===== config.mk =====
export PLATFORM = sky130hd
export DESIGN_NAME = led_pattern_gen
export DESIGN_NICKNAME = d
export VERILOG_FILES = /design/src/rtl/led_pkg.sv /design/src/rtl/led_channel.sv /design/src/rtl/led_pattern_gen.sv
export SDC_FILE = /design/constraint.sdc
export NUM_CORES = 1
export LEC_CHECK = 0
export BUFFER_PORTS_ARGS = -buffer_cell sky130_fd_sc_hd__buf_2
export CAP_MARGIN = 20
export CORE_MARGIN = 5
export CORE_UTILIZATION = 23
export DETAILED_ROUTE_END_ITERATION = 10
export SLEW_MARGIN = 15
export SYNTH_ARGS = -nofsm -noshare
export SYNTH_HDL_FRONTEND = slang
export SYNTH_SLANG_ARGS = --single-unit

===== constraint.sdc =====
create_clock -name clk -period 9.17 [get_ports clk]
set_input_delay 0.4585 -clock clk [delete_from_list [all_inputs] [get_ports clk]]
set_output_delay 0.4585 -clock clk [all_outputs]
set_load 0.02 [all_outputs]

===== src/rtl/led_pkg.sv =====
// Shared types and helpers for the multi-channel LED pattern generator.
package led_pkg;

  typedef enum logic [1:0] {
    LED_OFF     = 2'd0,
    LED_ON      = 2'd1,
    LED_BLINK   = 2'd2,
    LED_ONESHOT = 2'd3
  } led_mode_t;

  // Channel-select width: a single channel still needs a one-bit select port.
  function automatic int ch_width(input int num_leds);
    return (num_leds <= 1) ? 1 : $clog2(num_leds);
  endfunction

endpackage


===== src/rtl/led_channel.sv =====
// One LED channel: holds its mode, effective period and tick counter and
// produces the registered LED level plus a one-cycle ONESHOT completion pulse.
module led_channel
  import led_pkg::*;
#(
  parameter int PERIOD_W = 16
) (
  input  logic                clk,
  input  logic                rst_n,
  input  logic                tick,
  input  logic                wr,
  input  led_mode_t           mode,
  input  logic [PERIOD_W-1:0] period,
  output logic                led,
  output logic                done
);

  led_mode_t           mode_q;
  logic [PERIOD_W-1:0] per_q;
  logic [PERIOD_W-1:0] tcnt;
  logic                counting;
  logic                period_end;

  assign counting   = (mode_q == LED_BLINK) || (mode_q == LED_ONESHOT);
  assign period_end = (tcnt == per_q - PERIOD_W'(1));

  // A write takes priority over a coincident tick, so a freshly written
  // channel always starts counting from the next tick.
  always_ff @(posedge clk) begin
    if (!rst_n) begin
      mode_q <= LED_OFF;
      per_q  <= '0;
      tcnt   <= '0;
      led    <= 1'b0;
      done   <= 1'b0;
    end else begin
      done <= 1'b0;
      if (wr) begin
        mode_q <= mode;
        per_q  <= (period == '0) ? PERIOD_W'(1) : period;
        tcnt   <= '0;
        led    <= (mode != LED_OFF);
      end else if (tick && counting) begin
        if (period_end) begin
          tcnt <= '0;
          if (mode_q == LED_BLINK) begin
            led <= ~led;
          end else begin
            led    <= 1'b0;
            mode_q <= LED_OFF;
            done   <= 1'b1;
          end
        end else begin
          tcnt <= tcnt + 1'b1;
        end
      end
    end
  end

endmodule


===== src/rtl/led_pattern_gen.sv =====
// Multi-channel LED pattern generator: shared tick prescaler, config write
// decode and one led_channel instance per LED.
module led_pattern_gen
  import led_pkg::*;
#(
  parameter  int CLK_FREQ = 25_000_000,
  parameter  int TICK_HZ  = 1000,
  parameter  int NUM_LEDS = 8,
  parameter  int PERIOD_W = 16,
  localparam int CH_W     = ch_width(NUM_LEDS)
) (
  input  logic                clk,
  input  logic                rst_n,
  input  logic                cfg_we,
  input  logic [CH_W-1:0]     cfg_ch,
  input  logic [1:0]          cfg_mode,
  input  logic [PERIOD_W-1:0] cfg_period,
  output logic [NUM_LEDS-1:0] leds,
  output logic [NUM_LEDS-1:0] oneshot_done,
  output logic                tick
);

  localparam int TICK_DIV = CLK_FREQ / TICK_HZ;
  localparam int PCNT_W   = (TICK_DIV < 2) ? 1 : $clog2(TICK_DIV);

  if (TICK_DIV < 2) begin : g_bad_div
    $error("led_pattern_gen: CLK_FREQ/TICK_HZ must be at least 2");
  end
  if (NUM_LEDS < 1 || NUM_LEDS > 32) begin : g_bad_leds
    $error("led_pattern_gen: NUM_LEDS must be in 1..32");
  end

  logic [PCNT_W-1:0]   pcnt;
  logic [NUM_LEDS-1:0] wr_sel;

  // Free-running prescaler; tick is the registered wrap indication.
  always_ff @(posedge clk) begin
    if (!rst_n) begin
      pcnt <= '0;
      tick <= 1'b0;
    end else begin
      tick <= (pcnt == PCNT_W'(TICK_DIV - 1));
      if (pcnt == PCNT_W'(TICK_DIV - 1)) begin
        pcnt <= '0;
      end else begin
        pcnt <= pcnt + 1'b1;
      end
    end
  end

  // Out-of-range channel numbers match no select line and are dropped.
  always_comb begin
    wr_sel = '0;
    for (int i = 0; i < NUM_LEDS; i++) begin
      wr_sel[i] = cfg_we && (cfg_ch == CH_W'(i));
    end
  end

  for (genvar g = 0; g < NUM_LEDS; g++) begin : g_ch
    led_channel #(
      .PERIOD_W (PERIOD_W)
    ) u_ch (
      .clk    (clk),
      .rst_n  (rst_n),
      .tick   (tick),
      .wr     (wr_sel[g]),
      .mode   (led_mode_t'(cfg_mode)),
      .period (cfg_period),
      .led    (leds[g]),
      .done   (oneshot_done[g])
    );
  end

endmodule


==> results.json, run 1 <==
{
  "outcome": "completed",
  "ctsResizeCount": 0,
  "finalSetupViolations": 0,
  "holdBufCountCts": 0,
  "synth_top_cell_area_share": 0.3699,
  "most-common-layout-cells": "nand2_1 (378), dfxtp_1 (304), nor2_1 (229)",
  "async_flop_share": 0,
  "hold_class": "in2reg",
  "tns_ns": 0,
  "wl_per_cell_um": 13.92,
  "ys_ff_latch": 304,
  "rsz0062_at_grt": "false",
  "drcViolationCount": 0,
  "grt.overflow.total": 0,
  "wl_um": 42260,
  "worst_setup_path_end_kind": "flop",
  "netlist_area_mm2": 0.01645,
  "switchingPower_uw": 735.0,
  "clk_pin_slew_worst_paths_ns": 0.07,
  "final_util": 0.2585,
  "crit_fanout": 15,
  "synthTopCellsByArea": "dfxtp_1 (37%), nand2_1 (8.6%), xor2_1 (7.7%)",
  "post-cts-setup-buffers": 0,
  "grt_pass1_vias": 12780,
  "final_common_cell": "nand2_1",
  "layout-drive-gt1-share": 0.07386,
  "swShare": 0.2512,
  "power_density_mw_per_mm2": 158.9,
  "dieArea_mm2": 0.07698,
  "rows": 98,
  "fin_crit_sh": 0.3744,
  "fin_crit_ns": 3.433,
  "power_frac_clock": 0.447,
  "vias": 14100,
  "grt_pass1_wl_um": 68360,
  "antenna_found_initial": 1,
  "initialDrtViolationCount": 1171,
  "routed_via_density": 4.643,
  "coreArea_mm2": 0.07124,
  "gp_congestion": 0.8550,
  "path_class": "reg2reg",
  "cts_tree": "done",
  "htree_levels": 1,
  "cts_sinks": 304,
  "areaGrowthSynthToFinish_pct": 11.92,
  "yosysSeqAreaShare": 0.3699,
  "worstPathRequired_ns": 9.62,
  "ant_nets": 0,
  "initial_core_util": 0.2309,
  "critPathArrivalTime_ns": 3.88,
  "maxSlewHeadroom": 0.3383,
  "hold_viol_final": 0,
  "worst_skew_pair.late_latency_ns": 0.58,
  "synth-edff-count": 0,
  "cts_buffer_depth": 3,
  "ys.flop_type": "dfxtp_1",
  "synthCells": 2109,
  "die_h_um": 277.5,
  "ir_drop_mv": 0.1430,
  "grt_max_degree": 81,
  "tightestPinTransition_ns": 0.9850,
  "ys_warn_count": 0,
  "first_pass_iters": 5,
  "avgSynthCellArea_um2": 7.801,
  "critPathLaunchType": "flop",
  "hpwl_um": 29740,
  "die_w_um": 277.5,
  "max_cap_viol_count": 0,
  "synth_top_area_cell": "dfxtp_1",
  "syn-num-nets": 2150,
  "synth_cell_type_count": 83,
  "drv_slew": 0,
  "power_frac_seq": 0.464,
  "p_int_mw": 2.192,
  "grtUsageTotal": 0.1046,
  "clock-root-buffer": "clkbuf_16",
  "cts_inserted_buffers": 30,
  "boundaryPins": 41,
  "fmax_mhz": 291.3,
  "leakage_nw": 6.459,
  "fin_skew_ns": 0.01538,
  "port-buffer-count": 40,
  "nets": 2102,
  "pwr-share-comb": 0.089
}
==> flip-flops by register name, summed over array words and instances, names as in the netlist <==
signal / cells
pcnt: 15
tick: 1
g_ch.u_ch.led: 8
g_ch.u_ch.per_q: 128
g_ch.u_ch.tcnt: 128
g_ch.u_ch.done: 8
g_ch.u_ch.mode_q: 16
==> cell usage after synthesis (all sizes together) (5+ instances only) <==
master,count
mux2i,9
o21ai,36
nand2b,13
or3,18
or4b,8
clkbuf,100
nand4,41
nand3,94
xnor2,138
a31oi,17
o41ai,5
nor3,57
a211oi,17
nand2,378
dfxtp,304
buf,36
o211ai,11
nor2,229
or2,10
a2111oi,10
and3,34
a21oi,163
and2,18
or4,21
ha,17
o31ai,7
nor2b,17
inv,33
a41oi,7
xor2,144
nor4b,7
and4,9
nor4,33
==> power groups by stage <==
stage	clock, mW	combinational [mW]	sequential (mW)
5_1_grt	1.40	0.287	1.36
3_5_place_dp	0	0.256	1.39
2_1_floorplan	0	0.201	1.38
4_1_cts	1.35	0.257	1.36
3_3_place_gp	0	0.255	1.39
6_report	1.31	0.259	1.36
==> path summary, 6_finish.rpt <==
| path | slack [ns] | from | cells after the start | endpoint |
|---|---|---|---|---|
| max | 5.74 | g_ch[2].u_ch.per_q[0] | 10 | g_ch[2].u_ch.tcnt[12] |
| min | 0.28 | cfg_period[7] | 3 | g_ch[3].u_ch.per_q[7] |
| max reg2reg | 5.74 | g_ch[2].u_ch.per_q[0] | 10 | g_ch[2].u_ch.tcnt[12] |
| min reg2reg | 0.45 | pcnt[0] | 1 | pcnt[0] |
==> worst max-delay path, cell delays in order, from the launching register on <==
cell	delay, ns
dfxtp_1	0.36
inv_1	0.08
ha_1	0.32
or4b_1	0.56
xnor2_1	0.16
o41ai_1	0.30
nand3_1	0.11
or4_1	0.55
nor3_2	0.29
or3_1	0.46
nor2_1	0.10
==> stage by stage <==
| stage | instance area [µm²] | hold WS (ns) | instances | power (mW) | setup WS (ns) |
|---|---|---|---|---|---|
| 5_1_grt | 18410 | 0.2756 | 3035 | 3.046 | 5.453 |
| 2_1_floorplan | 16450 | 0.4175 | 2109 | 1.581 | 6.203 |
| 3_3_place_gp | 17370 | 0.4323 | 2979 | 1.644 | 5.819 |
| 3_5_place_dp | 17370 | 0.4426 | 2979 | 1.644 | 5.787 |
| 4_1_cts | 18410 | 0.2421 | 3035 | 2.963 | 5.758 |
| 6_report | 18410 | 0.2802 | 3036 | 2.927 | 5.737 |
==> per-layer routing <==
layer	wire (µm)	GRT usage	vias to the layer above
met2	17430	0.1544	300
li1	-	-	7121
met3	2653	0.01633	55
met4	655	0.01975	0
met5	0	0	-
met1	21520	0.1608	6621
==> logic make-up (layout without fill, tap and decap cells) <==
logic type,after synthesis,after routing,synth area share
and+or+nand+nor,1006,1006,0.2949
AOI/OAI and AO/OA,318,318,0.1192
DFF,304,304,0.3699
xor gates and xnor gates,283,283,0.1515
buffers and inverters,170,146,0.04472
adders and majority gates,17,17,0.01293
muxes,11,11,0.006845
other,0,1,0
==> layout make-up <==
| class | instances | area [µm²] |
|---|---|---|
| clock buffers | 41 | 883.3 |
| fillers | 7766 | 52830 |
| well taps | 950 | 1189 |
| repair buffers | 56 | 320.3 |
| clock inverters | 15 | 161.4 |
| diodes | 1 | 2.502 |
| inverters | 34 | 130.1 |
| flip-flops and latches | 304 | 6086 |
| multi-input cells | 1635 | 9641 |
(Power assumes the default switching activity.)
==> run 2: changes to the inputs <==
- clock period: 9.17 -> 2.8 ns (I/O delays scaled with it)
==> run 2 against run 1 <==
  * Highest routed layer is now met5
  * Critical endpoint is now g_ch[1].u_ch.led
  * Register-to-register slack worse by 5.7 ns
  * Clock skew is 0.019 ns higher
  * Critical path depth fell by 2
  * Global-route usage is 0.77 points higher
  * Via count grew 5.0%
  * Combinational power grew to 4.2 times the previous value
  * Count of clock-buffer cells in the layout increased by 6
  * Wire length rose by 8.6%
  * Cell area grew 8.9%
  * Sequential power grew to 3.3 times the previous value
  * Power rose to 3.4 times the previous value
  * Largest power group is now the clock network
==> results.json, run 2 (synthesis gave the netlist of run 1 again) <==
{
  "power_density_mw_per_mm2": 497.2,
  "cts_buffer_depth": 3,
  "initial_core_util": 0.2309,
  "clk_pin_slew_worst_paths_ns": 0.07,
  "path_class": "reg2reg",
  "hpwl_um": 32100,
  "place_area_mm2": 0.01845,
  "fin_crit_ns": 2.768,
  "cts_sinks": 304,
  "port-buffer-count": 40,
  "drcViolationCount": 0,
  "worstPathRequired_ns": 3.25,
  "ant_nets": 0,
  "die_w_um": 277.5,
  "max_cap_viol_count": 0,
  "worst_setup_path_end_kind": "flop",
  "hold_ws_ns": 0.01914,
  "r2r-start": "g_ch[1].u_ch.per_q[10]",
  "hold_viol_final": 0,
  "clock-root-buffer": "clkbuf_16",
  "r2r_cells": 8,
  "dieArea_mm2": 0.07698,
  "htree_levels": 2,
  "first_pass_iters": 5,
  "maxSlewHeadroom": 0.3406,
  "fin_crit_sh": 0.9886,
  "initialDrtViolationCount": 992,
  "cts_tree": "done",
  "leakage_nw": 7.341,
  "fmax_mhz": 361.3,
  "boundaryPins": 41,
  "die_h_um": 277.5,
  "fin_cells": 3180,
  "fin_skew_ns": 0.03433,
  "tightestPinTransition_ns": 0.9863,
  "r2r-end": "g_ch[1].u_ch.led",
  "placedCellCount": 3105,
  "drv_slew": 0,
  "layout-drive-gt1-share": 0.1565,
  "setup.worst_path.start": "g_ch[1].u_ch.per_q[10]",
  "worst_skew_pair.late_latency_ns": 0.54,
  "grt.overflow.total": 0,
  "reg_top3": "g_ch.u_ch.per_q (128), g_ch.u_ch.tcnt (128), g_ch.u_ch.mode_q (16)",
  "hold_class": "in2reg",
  "grt_pass1_vias": 13660,
  "critPathArrivalTime_ns": 3.22,
  "grt_pass1_wl_um": 72600,
  "finalSetupViolations": 0,
  "rsz0062_at_grt": "true",
  "final_common_cell": "nand2_1",
  "antenna_cells": 0,
  "gp_congestion": 0.8479,
  "vias": 14800,
  "cts_inserted_buffers": 35,
  "reg2reg_slack_ns": 0.03,
  "rows": 98,
  "wl_um": 45870,
  "design_area_mm2": 0.02006,
  "areaGrowthSynthToFinish_pct": 21.92,
  "ir_drop_mv": 0.3300,
  "routed_via_density": 4.653,
  "holdPathStages": 3,
  "endpoint": "g_ch[1].u_ch.led",
  "wl_per_cell_um": 14.43,
  "crit_fanout": 3,
  "grtUsageTotal": 0.1123,
  "antenna_found_initial": 3,
  "nets": 2249,
  "coreArea_mm2": 0.07124,
  "outcome": "completed",
  "grt_max_degree": 76,
  "critPathLaunchType": "flop",
  "most-common-layout-cells": "nand2_1 (378), dfxtp_1 (297), nor2_1 (227)"
}
run 2: cell count changes in the layout (fill, tap and decap cells not counted), moves of 5 or more:
cell       delta
clkbuf_1      +5
ha_1          -5
buf_4       +127
a2111oi_0     -6
dfxtp_2       +7
buf_12        +8
nor4_2        +5
nor4_1        -9
clkinv_2      -7
or4b_4        +5
dfxtp_1       -7
clkbuf_16     +6
run 2: layout make-up:
cell class,count,area (µm²)
repair buffers,196,1499
fillers,7612,51180
well taps,950,1189
multi-input cells,1637,10050
clock buffers,47,972.2
clock inverters,12,127.6
flip-flops and latches,304,6095
inverters,34,130.1
run 2: worst min-delay path by stage:
stage                        start                endpoint
CTS                  cfg_period[4]   g_ch[7].u_ch.per_q[4]
global placement           pcnt[0]                 pcnt[0]
detailed placement         pcnt[0]                 pcnt[0]
finish              cfg_period[14]  g_ch[6].u_ch.per_q[14]
floorplan                    rst_n    g_ch[0].u_ch.tcnt[1]
global route         cfg_period[9]   g_ch[2].u_ch.per_q[9]
run 2: critical path: stages, from the launching register on:
cell	delay [ns]
dfxtp_1	0.31
or4_4	0.53
or4_4	0.49
a211oi_2	0.22
o2111ai_2	0.16
a2111oi_4	0.35
nand3_2	0.13
or3_1	0.36
a31oi_1	0.15
run 2: timing repair:
| item | CTS | global route |
|---|---|---|
| setup buffers | 1 | 8 |
| endpoints found under the setup margin | 34 | 131 |
| resized for setup | 5 | 73 |
| cloned | 1 | 2 |
| pin swaps | 1 | 38 |
| endpoints found under the hold margin | 19 | 0 |
| hold buffers | 4 | 0 |
run 2: power by group:
| part | switching [mW] | internal, mW |
|---|---|---|
| sequential | 0.0556 | 4.38 |
| clock | 1.89 | 2.55 |
| combinational | 0.621 | 0.471 |
run 2: stage by stage:
stage          utilization  setup slack (ns)  TNS [ns]  power, mW
2_1_floorplan            -          0.001288         0      5.188
3_3_place_gp        0.2590          -0.01359  -0.01359      5.514
3_5_place_dp        0.2590          -0.05833   -0.7633      5.518
4_1_cts             0.2756           0.01453         0      10.02
5_1_grt             0.2816          -0.06657   -0.4641      10.38
6_report            0.2816           0.03191         0      9.973
run 2: routing by layer:
metal,global-route usage,wire length (µm)
met1,0.1641,22310
met2,0.1728,19850
met3,0.02112,2942
met4,0.02281,764
met5,0,7
